--- src/rtl/arb_pkg.sv ---
// Shared types for the round-robin packet arbiter: FSM encoding, requester count
// and the requester index type.
package arb_pkg;

    typedef enum logic {IDLE, BUSY} arb_state_t;

    localparam int NREQ = 4;

    typedef logic [1:0] req_idx_t;

endpackage

--- src/rtl/mux_4_1_varSize.sv ---
// Plain 4:1 multiplexer of configurable width; the arbiter steers {last, data}
// of the current owner through it.
module mux_4_1_varSize #(
    parameter int WIDTH = 9
) (
    input  logic [1:0]            sel,
    input  logic [3:0][WIDTH-1:0] din,
    output logic [WIDTH-1:0]      dout
);

    assign dout = din[sel];

endmodule

--- src/rtl/rr_mux_arbiter.sv ---
// Four-requester round-robin packet arbiter: grants one producer per packet and
// forwards its beats into a registered valid/ready output stage.
module rr_mux_arbiter
    import arb_pkg::*;
#(
    parameter int WIDTH = 8
) (
    input  logic                  clk,
    input  logic                  reset_n,
    input  logic [3:0]            in_valid,
    input  logic [3:0]            in_last,
    input  logic [3:0][WIDTH-1:0] in_data,
    output logic [3:0]            in_ready,
    output logic [3:0]            grant,
    output logic                  out_valid,
    output logic                  out_last,
    output logic [WIDTH-1:0]      out_data,
    output logic [1:0]            out_src,
    input  logic                  out_ready,
    output logic                  dbg_state
);

    // Handshake: a beat moves on a channel in any cycle where its valid and ready
    // are both high at the rising edge; valid never waits on ready, and once
    // out_valid is raised the output beat holds until out_ready accepts it.

    arb_state_t state, state_nxt;
    req_idx_t   gidx, gidx_nxt;
    req_idx_t   last_gidx, last_nxt;

    logic [3:0][WIDTH:0] mux_in;
    logic [WIDTH:0]      mux_out;
    logic                sel_last;
    logic [WIDTH-1:0]    sel_data;
    logic                busy;
    logic                out_free;
    logic                xfer;

    // First requester strictly after `last`, wrapping; `last` itself is checked last.
    function automatic req_idx_t rr_next(input logic [NREQ-1:0] req, input req_idx_t last);
        req_idx_t idx;
        rr_next = last;
        for (int i = NREQ; i >= 1; i--) begin
            idx = last + req_idx_t'(i);
            if (req[idx]) rr_next = idx;
        end
    endfunction

    always_comb begin
        for (int r = 0; r < NREQ; r++) begin
            mux_in[r] = {in_last[r], in_data[r]};
        end
    end

    mux_4_1_varSize #(.WIDTH(WIDTH + 1)) u_mux (
        .sel  (gidx),
        .din  (mux_in),
        .dout (mux_out)
    );

    assign sel_last = mux_out[WIDTH];
    assign sel_data = mux_out[WIDTH-1:0];

    assign busy      = (state == BUSY);
    assign out_free  = out_ready | ~out_valid;
    assign grant     = busy ? (4'b0001 << gidx) : 4'b0000;
    assign in_ready  = grant & {NREQ{out_free}};
    assign xfer      = busy & in_valid[gidx] & out_free;
    assign dbg_state = state;

    always_comb begin
        state_nxt = state;
        gidx_nxt  = gidx;
        last_nxt  = last_gidx;
        case (state)
            IDLE: begin
                if (|in_valid) begin
                    state_nxt = BUSY;
                    gidx_nxt  = rr_next(in_valid, last_gidx);
                end
            end
            BUSY: begin
                if (xfer && sel_last) begin
                    state_nxt = IDLE;
                    last_nxt  = gidx;
                end
            end
            default: state_nxt = IDLE;
        endcase
    end

    always_ff @(posedge clk or negedge reset_n) begin
        if (!reset_n) begin
            state     <= IDLE;
            gidx      <= '0;
            last_gidx <= 2'd3;
        end else begin
            state     <= state_nxt;
            gidx      <= gidx_nxt;
            last_gidx <= last_nxt;
        end
    end

    // A load in the same cycle as a drain keeps out_valid high.
    always_ff @(posedge clk or negedge reset_n) begin
        if (!reset_n) begin
            out_valid <= 1'b0;
            out_last  <= 1'b0;
            out_data  <= '0;
            out_src   <= '0;
        end else if (xfer) begin
            out_valid <= 1'b1;
            out_last  <= sel_last;
            out_data  <= sel_data;
            out_src   <= gidx;
        end else if (out_ready) begin
            out_valid <= 1'b0;
        end
    end

endmodule

--- config.mk ---
export PLATFORM = sky130hd
export DESIGN_NAME = rr_mux_arbiter
export DESIGN_NICKNAME = d
export VERILOG_FILES = /design/src/rtl/arb_pkg.sv /design/src/rtl/mux_4_1_varSize.sv /design/src/rtl/rr_mux_arbiter.sv
export SDC_FILE = /design/constraint.sdc
export NUM_CORES = 1
export LEC_CHECK = 0
export ABC_AREA = 1
export BUFFER_PORTS_ARGS = -buffer_cell sky130_fd_sc_hd__buf_2
export CAP_MARGIN = 20
export CORE_ASPECT_RATIO = 0.8
export CORE_MARGIN = 2
export CORE_UTILIZATION = 44
export CTS_BUF_LIST = sky130_fd_sc_hd__clkbuf_16
export DETAILED_ROUTE_END_ITERATION = 7
export GPL_TIMING_DRIVEN = 0
export PLACE_DENSITY_LB_ADDON = 0.1
export SLEW_MARGIN = 20
export SYNTH_ARGS = -nofsm -noshare
export SYNTH_HDL_FRONTEND = slang
export SYNTH_SLANG_ARGS = --single-unit
--- constraint.sdc ---
create_clock -name clk -period 1.8 [get_ports clk]
set_input_delay 0.18 -clock clk [delete_from_list [all_inputs] [get_ports clk]]
set_output_delay 0.18 -clock clk [all_outputs]
set_load 0.005 [all_outputs]
* Word level (Yosys, flattened, before mapping) *
Cells that the tools add are included.

storage, ports and cells
  flip-flop bits (word level) = 17
  bits of input ports = 43
  output and inout port bits = 21
  word-level logic and storage cells = 45

operators by class
  add/subtract/negate cells = 3
  $lt $le $gt $ge = 4
  shifts and indexed selects = 1
  muxes and demuxes = 19
  bitwise gates (word level) = 6
  reductions and logical operators = 5

operators with widths
  operator                                                    number
  binary-select mux 9 bit (select 2 bit)                      1
  less-than comparator 2 x 3 -> 1 bit, second input constant  4
  2-to-1 mux 9 bit                                            1
  binary-select mux 1 bit (select 2 bit)                      4
  2-to-1 mux 1 bit                                            8
  2-to-1 mux 2 bit                                            3
  adder 2 bit, second input constant                          2
  bitwise AND 4 bit                                           1
  2-to-1 mux 4 bit                                            1
  AND reduction 2 bit                                         2
  OR reduction 4 bit                                          1
  left shift 1 x 2 -> 4 bit, first input constant             1
  adder 2 x 1 -> 2 bit, second input constant                 1
  bitwise AND 1 bit                                           2
  inverter 1 bit                                              2
  case mux 1 bit (2 select lines)                             1
  nonzero test 2 bit                                          1
  logical AND 1 bit                                           1
  OR 1 bit                                                    1

* Depth between registers and ports, before layout *
Gate-level depths: netlist of run 1.

  depth after elaboration = 7
  gate-level depth with buffers = 13
  depth with buffers taken out = 12

* Hierarchy *
A second synthesis of run 1 with hierarchy kept.

second synthesis, totals
  cells, all modules = 237
  area, all modules = 1448.9 µm²

by module, submodules not included
  module           instances  cells an instance  area each (µm²)  sequential area each (µm²)
  rr_mux_arbiter   1          132                957.2            427.9
  mux_4_1_varSize  1          105                491.7            0.0

* Least setup slack after synthesis of run 1 *
OpenSTA, ideal clock, no wires.

  path kind = register -> register
  from = register last_gidx[0]
  to = register gidx[0]
  library setup time = 0.117 ns
  arrival = 1.282 ns
  required time = 1.683 ns
  path slack = 0.401 ns
  stages on the path, launching flop included = 13
  buffers on the path = 1
  period minus slack after synthesis = 1.399 ns
  cells stage by stage = dfstp_2 > buf_2 > inv_1 > nand2_1 > nand2_1 > nand2_1 > nand2_1 > nand2_1 > nand2_1 > nand2_1 > nand2_1 > nand2_1 > nand2_1

between the ends
  cells in the longest elaborated chain, start to end = 6
  elaborated cells between the ends (all ways) = 12
  those cells by class = add/sub: 3; mux: 9

ends and longest elaborated chain
  item                                    RTL line               text
  start: declaration                      rr_mux_arbiter.sv:29   req_idx_t last_gidx, last_nxt;
  start signal: assignment                rr_mux_arbiter.sv:100  last_gidx <= last_nxt;
  adder 2 bit                             rr_mux_arbiter.sv:44   idx = last + req_idx_t'(i);
  binary-select mux 1 bit (select 2 bit)  rr_mux_arbiter.sv:45   if (req[idx]) rr_next = idx;
  2-to-1 mux 1 bit (not written as such)  rr_mux_arbiter.sv:45
  2-to-1 mux 2 bit (2 in a row)           rr_mux_arbiter.sv:45
  2-to-1 mux 2 bit *                      rr_mux_arbiter.sv:45
  end signal: assignment                  rr_mux_arbiter.sv:99   gidx <= gidx_nxt;
  end: declaration                        rr_mux_arbiter.sv:28   req_idx_t gidx, gidx_nxt;

Every way passes the cells marked *; elsewhere a longest branch is shown, timed or not. The select of a mux whose other input is x is not followed.
A chain may end at the register's enable or synchronous reset.

* Worst setup path in the final report of run 1 *
  from = register gidx[0]
  to = output in_ready[0]

between the ends
  cells in the longest elaborated chain, start to end = 3

ends and longest elaborated chain
  item                       RTL line              text
  left shift 1 x 2 -> 4 bit  rr_mux_arbiter.sv:66  assign grant = busy ? (4'b0001 << gidx) : 4'b0000;
  2-to-1 mux 4 bit           rr_mux_arbiter.sv:66
  bitwise AND 4 bit          rr_mux_arbiter.sv:67  assign in_ready = grant & {NREQ{out_free}};
  end: declaration           rr_mux_arbiter.sv:13  output logic [3:0] in_ready,

No other way between the ends.

==> flow_metrics.env, run 1 <==
export IMPL_outcome="completed"
export IMPL_clk_pin_slew_ns=0.05
export IMPL_h_tree_depth=1
export IMPL_synthTopCellsByCount="nand2_1, nand3_1, dfrtp_1, inv_1, o21ai_2"
export IMPL_fp_dieW_microns=62.0
export IMPL_maxSlewViolCount=0
export IMPL_antenna_found_initial=0
export IMPL_synth_area_leaders="dfrtp_1, nand2_1, nand3_1"
export IMPL_initial_core_util_pct=47.3
export IMPL_register_area_sq_um=428
export IMPL_maxCapViolCount=0
export IMPL_period_minus_slack_ns=1.63
export IMPL_syn_area_per_cell_sq_um=6.58
export IMPL_synth_cells=180
export IMPL_multiInputGateArea_sq_um=649
export IMPL_fin_tns_setup_ns=0
export IMPL_final_area_sq_um=1630
export IMPL_nFillCells=229
export IMPL_grt_pass1_wl_microns=5180
export IMPL_slowest_stage="dfrtp_1"
export IMPL_cp_max_fo=10
export IMPL_internal_power_mw=1.55
export IMPL_viasPerCell=4.82
export IMPL_worst_pin_slew_ns=0.562
export IMPL_p_switching_mw=1.34
export IMPL_rsz0062_at_grt="no"
export IMPL_synth_main_ff_cell="dfrtp_1"
export IMPL_pwr_share_clk_pct=15.0
export IMPL_cpMostUsedCell="buf_2"
export IMPL_num_io_pins=64
export IMPL_arrival_ns=1.45
export IMPL_synth_top_area_share_pct=31.7
export IMPL_ys_warn_count=0
export IMPL_dp_cells=279
export IMPL_p_sw_share_pct=46.3
export IMPL_cts_setup_buffers=0
export IMPL_track_usage_pct=22.2
export IMPL_worstHoldPathType="in -> reg"
export IMPL_fin_util_pct=65.3
export IMPL_cp_cell_sequence="nor2_1 > buf_2 > inv_1 > nor3_1 > buf_2"
export IMPL_place_congestion=0.879
export IMPL_yosysMostFrequentCell="nand2_1"
export IMPL_die_area_sq_um=3130
export IMPL_cts_max_path_buffers=2
export IMPL_holdBufCountCts=1
export IMPL_grt_ovfl_total=0
export IMPL_io_buffer_count=63
export IMPL_fp_row_count=16
export IMPL_pwr_density_cell_nw_per_um2=1770
export IMPL_synth_area_leader_cell="dfrtp_1"
export IMPL_fin_cells=284
export IMPL_fin_crit_sh_pct=90.7
export IMPL_cts_made_buffers=3
export IMPL_wl_per_cell_microns=11.0
export IMPL_tritoncts="yes"
export IMPL_drt_iter0_markers=69
export IMPL_worstPathRequired_ns=1.62
export IMPL_detail_route_antenna_nets=0
export IMPL_critPathKind="reg -> out"
export IMPL_core_area_sq_um=2500
export IMPL_ys_types=20
export IMPL_worstSkewPairLatency_ns=0.24
export IMPL_syn_to_final_growth_pct=37.9
export IMPL_drive_gt1_share_pct=37.5
export IMPL_slew_headroom_pct=62.1
export IMPL_cts_sinks=17
export IMPL_totalWireLength_microns=3130
export IMPL_setup_viol=0
export IMPL_grt_max_degree=18
export IMPL_critPathLaunchType="flop"
export IMPL_placed_area_sq_um=1550
export IMPL_fin_nets=292
export IMPL_synthArstFlopShare_pct=100
export IMPL_synth_edf_count=0
export IMPL_hold_viol=0
export IMPL_clock_fmax_mhz=612
export IMPL_first_global_vias=1194
export IMPL_place_ws_ns=0.239
export IMPL_synth_nets=223
export IMPL_setup_slack_ns=0.167
export IMPL_root_buffer="clkbuf_16"
export IMPL_power_frac_seq_pct=24.5
export IMPL_dr_pass1_iters=4
export IMPL_die_h_microns=50.4
export IMPL_seq_area_frac_synth_pct=36.1
export IMPL_dp_hpwl_microns=2420
export IMPL_cpPeakStageDelay_ns=0.45
export IMPL_ys_seq_elements=17
export IMPL_finalPower_mw=2.89
export IMPL_p_leak_nw=0.949
export IMPL_p_comb_share_pct=60.4
export IMPL_crit_family="buffers and inverters"
export IMPL_hold_ws_ns=0.214
export IMPL_vias=1370
export IMPL_diodes=0
export IMPL_worst_path_buf_inv=3
export IMPL_synthesis_area_sq_um=1180
export IMPL_cts_resized_gates=0
export IMPL_drc_errors=0
export IMPL_finalClockSkew_ns=0.00349
export IMPL_worstSetupEndpointType="output pin"
export IMPL_vdd_drop_max_mv=0.731
[path summary, 6_finish.rpt]
kind / start / endpoint / slack, ns / depth (start not counted)
worst min-delay path: in_data[16] / out_data[0]$_DFFE_PN0P_ / 0.21 / 3
worst max register to register: last_gidx[0]$_DFFE_PN1P_ / gidx[0]$_DFFE_PN0P_ / 0.20 / 12
worst min register to register: out_data[4]$_DFFE_PN0P_ / out_data[4]$_DFFE_PN0P_ / 0.48 / 2
max in group asynchronous: reset_n / last_gidx[0]$_DFFE_PN1P_ / 1.09 / 2
min in group asynchronous: reset_n / dbg_state$_DFF_PN0_ / 0.38 / 2
worst max-delay path: gidx[0]$_DFFE_PN0P_ / in_ready[0] / 0.17 / 5
[per-layer routing]
layer / up-vias / part of all wire (%) / GRT usage, %
li1: 714 / - / -
met4: 0 / 0.45 / 4.61
met1: 603 / 47 / 32.3
met5: - / 0 / 0
met2: 51 / 44 / 32.5
met3: 2 / 8.0 / 6.19
[worst reg2reg max path: stages (launching register included)]
cell and delay [ns]:
dfstp_2 0.50, buf_2 0.18, inv_1 0.15, nand2_1 0.08, nand2_1 0.09, nand2_1 0.10, nand2_1 0.06, nand2_1 0.08
nand2_1 0.05, nand2_1 0.05, nand2_1 0.05, nand2_1 0.05, nand2_1 0.04
[cells in the final DEF, fill, tap and decap left out]
cell | synthesis | routed
a21oi_1 | 10 | 10
nand4_1 | 1 | 1
nand2_2 | 2 | 2
nor2_1 | 7 | 7
nand3_1 | 24 | 24
clkbuf_1 | 1 | 1
buf_6 | 2 | 2
clkinv_2 | 1 | 1
inv_2 | 2 | 2
inv_1 | 13 | 14
o21ai_1 | 1 | 1
nand2_1 | 76 | 76
nor2_2 | 2 | 2
o21ai_0 | 1 | 1
dfrtp_1 | 15 | 15
dfstp_2 | 2 | 2
clkbuf_16 | 0 | 3
buf_2 | 4 | 67
nor3_1 | 4 | 4
o21ai_2 | 11 | 11
dlygate4sd3_1 | 0 | 1
nor3_2 | 1 | 1
[kinds of logic (layout without fill, tap and decap cells)]
group	Yosys count	count (layout)	share of synthesized area (%)
compound gates	23	23	13.2
buf+inv	23	91	9.08
flops	17	17	36.1
simple gates	117	117	41.6
[power by group through the flow]
stage	clock network, mW	registers [mW]	logic, mW
after CTS	0.438	0.705	1.76
after floorplan	0	0.708	1.23
after detailed placement	0	0.709	1.74
final	0.434	0.708	1.74
after global routing	0.464	0.730	2.02
after global placement	0	0.704	1.74
[layout make-up]
class,instances,area share (%)
well taps,36,2.76
repair buffers,64,19.9
flip-flops and latches,17,26.2
clock buffers,3,4.59
multi-input cells,140,39.7
plain buffers,7,2.83
clock inverters,1,0.230
inverters,16,3.75
[registers in the layout, summed over array words and instances, names as in the netlist]
| name | count |
|---|---|
| out_data | 8 |
| gidx | 2 |
| last_gidx | 2 |
| out_src | 2 |
| dbg_state | 1 |
| out_last | 1 |
| out_valid | 1 |
No activity file was read; power rests on OpenSTA's default activity.
==> inputs of run 2 (changes only) <==
Settings changed: BUFFER_PORTS_ARGS -buffer_cell sky130_fd_sc_hd__buf_2 to unset, CORE_UTILIZATION 44 to 45, DONT_BUFFER_PORTS set to 1, PLACE_DENSITY set to 0.56, PLACE_DENSITY_LB_ADDON 0.1 to unset.
==> run 2 against run 1 <==
Compared with the run above: largest cell class unchanged; hold slack got worse by 0.086 ns; largest power group unchanged; setup slack got worse by 0.0051 ns; die area fell by 2.1%.
==> flow_metrics.env, run 2 (same netlist as run 1, synthesis figures left out) <==
export IMPL_fin_crit_sh_pct=91.0
export IMPL_fin_tns_setup_ns=0
export IMPL_final_common_cell="nand2_1"
export IMPL_worstSetupEndpointType="flop"
export IMPL_largest_reg_flops=8
export IMPL_cp_max_fo=9
export IMPL_dp_hpwl_microns=2410
export IMPL_worstSkewPairLatency_ns=0.25
export IMPL_dr_pass1_iters=4
export IMPL_final_cell_mix="nand2_1, nand3_1, dfrtp_1, inv_1, o21ai_2"
export IMPL_cts_made_buffers=3
export IMPL_cp_cell_sequence="buf_2 > inv_1 > nand2_1 > nand2_1 > nand2_1 > nand2_1 > nand2_1 > nand2_1 > nand2_1 > nand2_1 > nand2_1 > nand2_1"
export IMPL_cts_max_path_buffers=2
export IMPL_max_flop_register="out_data"
export IMPL_die_h_microns=49.9
export IMPL_cts_sinks=17
export IMPL_pwr_density_cell_nw_per_um2=2040
export IMPL_worstPathRequired_ns=1.94
export IMPL_grt_max_degree=18
export IMPL_tritoncts="yes"
export IMPL_grt_ovfl_total=0
export IMPL_die_area_sq_um=3060
export IMPL_slew_headroom_pct=47.6
export IMPL_placed_area_sq_um=1230
export IMPL_fin_util_pct=53.2
export IMPL_cpMostUsedCell="nand2_1"
export IMPL_maxSlewViolCount=0
export IMPL_hold_viol=0
export IMPL_first_global_vias=1116
export IMPL_syn_to_final_growth_pct=11.4
export IMPL_setup_slack_ns=0.162
export IMPL_arrival_ns=1.77
export IMPL_num_io_pins=64
export IMPL_finalPower_mw=2.69
export IMPL_vdd_drop_max_mv=0.784
export IMPL_initial_core_util_pct=47.7
export IMPL_worstHoldPathType="in -> reg"
export IMPL_wl_per_cell_microns=13.9
export IMPL_root_buffer="clkbuf_16"
export IMPL_setup_viol=0
export IMPL_clk_pin_slew_ns=0.05
export IMPL_outcome="completed"
export IMPL_totalWireLength_microns=3070
export IMPL_viasPerCell=5.36
export IMPL_fin_nets=229
export IMPL_critPathLaunchType="flop"
export IMPL_rsz0062_at_grt="no"
export IMPL_hold_ws_ns=0.128
export IMPL_drt_iter0_markers=52
export IMPL_critPathKind="reg -> reg"
export IMPL_clock_fmax_mhz=610
export IMPL_place_congestion=0.858
export IMPL_p_leak_nw=0.685
export IMPL_vias=1185
export IMPL_track_usage_pct=20.9
export IMPL_h_tree_depth=1
export IMPL_dp_cells=216
export IMPL_final_area_sq_um=1320
export IMPL_drive_gt1_share_pct=16.8
export IMPL_detail_route_antenna_nets=0
export IMPL_worst_pin_slew_ns=0.784
export IMPL_finalClockSkew_ns=0.00409
export IMPL_io_buffer_count=0
export IMPL_place_ws_ns=0.209
export IMPL_cts_setup_buffers=0
export IMPL_fin_cells=221
export IMPL_slowest_stage="dfstp_2"
export IMPL_drc_errors=0
export IMPL_maxCapViolCount=0
export IMPL_grt_pass1_wl_microns=4890
export IMPL_fp_row_count=16
export IMPL_diodes=0
export IMPL_core_area_sq_um=2480
export IMPL_period_minus_slack_ns=1.64
export IMPL_fp_dieW_microns=61.4
export IMPL_antenna_found_initial=0
export IMPL_cpPeakStageDelay_ns=0.51
run 2: final cells by class:
class,instances,area (sq um)
multi-input cells,140,649
fillers,277,1160
well taps,36,45.0
plain buffers,7,46.3
repair buffers,1,10.0
flip-flops and latches,17,428
clock buffers,3,75.1
inverters,16,61.3
clock inverters,1,5.00
run 2: worst max-delay path: cells and delay by family, from the launching register on:
kind | cells | cell delay (ns)
buffers and inverters | 2 | 0.33
AND/OR/NAND/NOR | 10 | 0.68
flip-flops | 1 | 0.51
run 2: final timing paths:
check | cells past startpoint | end | slack [ns] | startpoint
setup / recovery | 12 | gidx[0]$_DFFE_PN0P_ | 0.16 | last_gidx[0]$_DFFE_PN1P_
hold / removal | 2 | out_data[5]$_DFFE_PN0P_ | 0.13 | in_data[21]
setup reg to reg | 12 | gidx[0]$_DFFE_PN0P_ | 0.16 | last_gidx[0]$_DFFE_PN1P_
hold reg to reg | 2 | out_data[6]$_DFFE_PN0P_ | 0.51 | out_data[6]$_DFFE_PN0P_
max in group asynchronous | 1 | gidx[0]$_DFFE_PN0P_ | 0.85 | reset_n
min in group asynchronous | 1 | out_last$_DFFE_PN0P_ | 0.46 | reset_n
run 2: power by group:
part           leakage (nW)  internal [mW]  switching [mW]
Sequential            0.205          0.582           0.165
Combinational         0.439          0.513           0.985
Clock                0.0409          0.297           0.149
Total                 0.685           1.39            1.30
run 2: what timing repair did:
item | in CTS | in global routing
hold buffers | 1 | 0
hold endpoints to repair | 17 | 0
gates resized for setup | 0 | 0
run 2: layer usage:
layer / track usage (%) / part of all wire, %
met1: 27.4 / 44
met2: 33.9 / 49
met3: 6.30 / 7.7
met4: 3.90 / 0
met5: 0 / 0
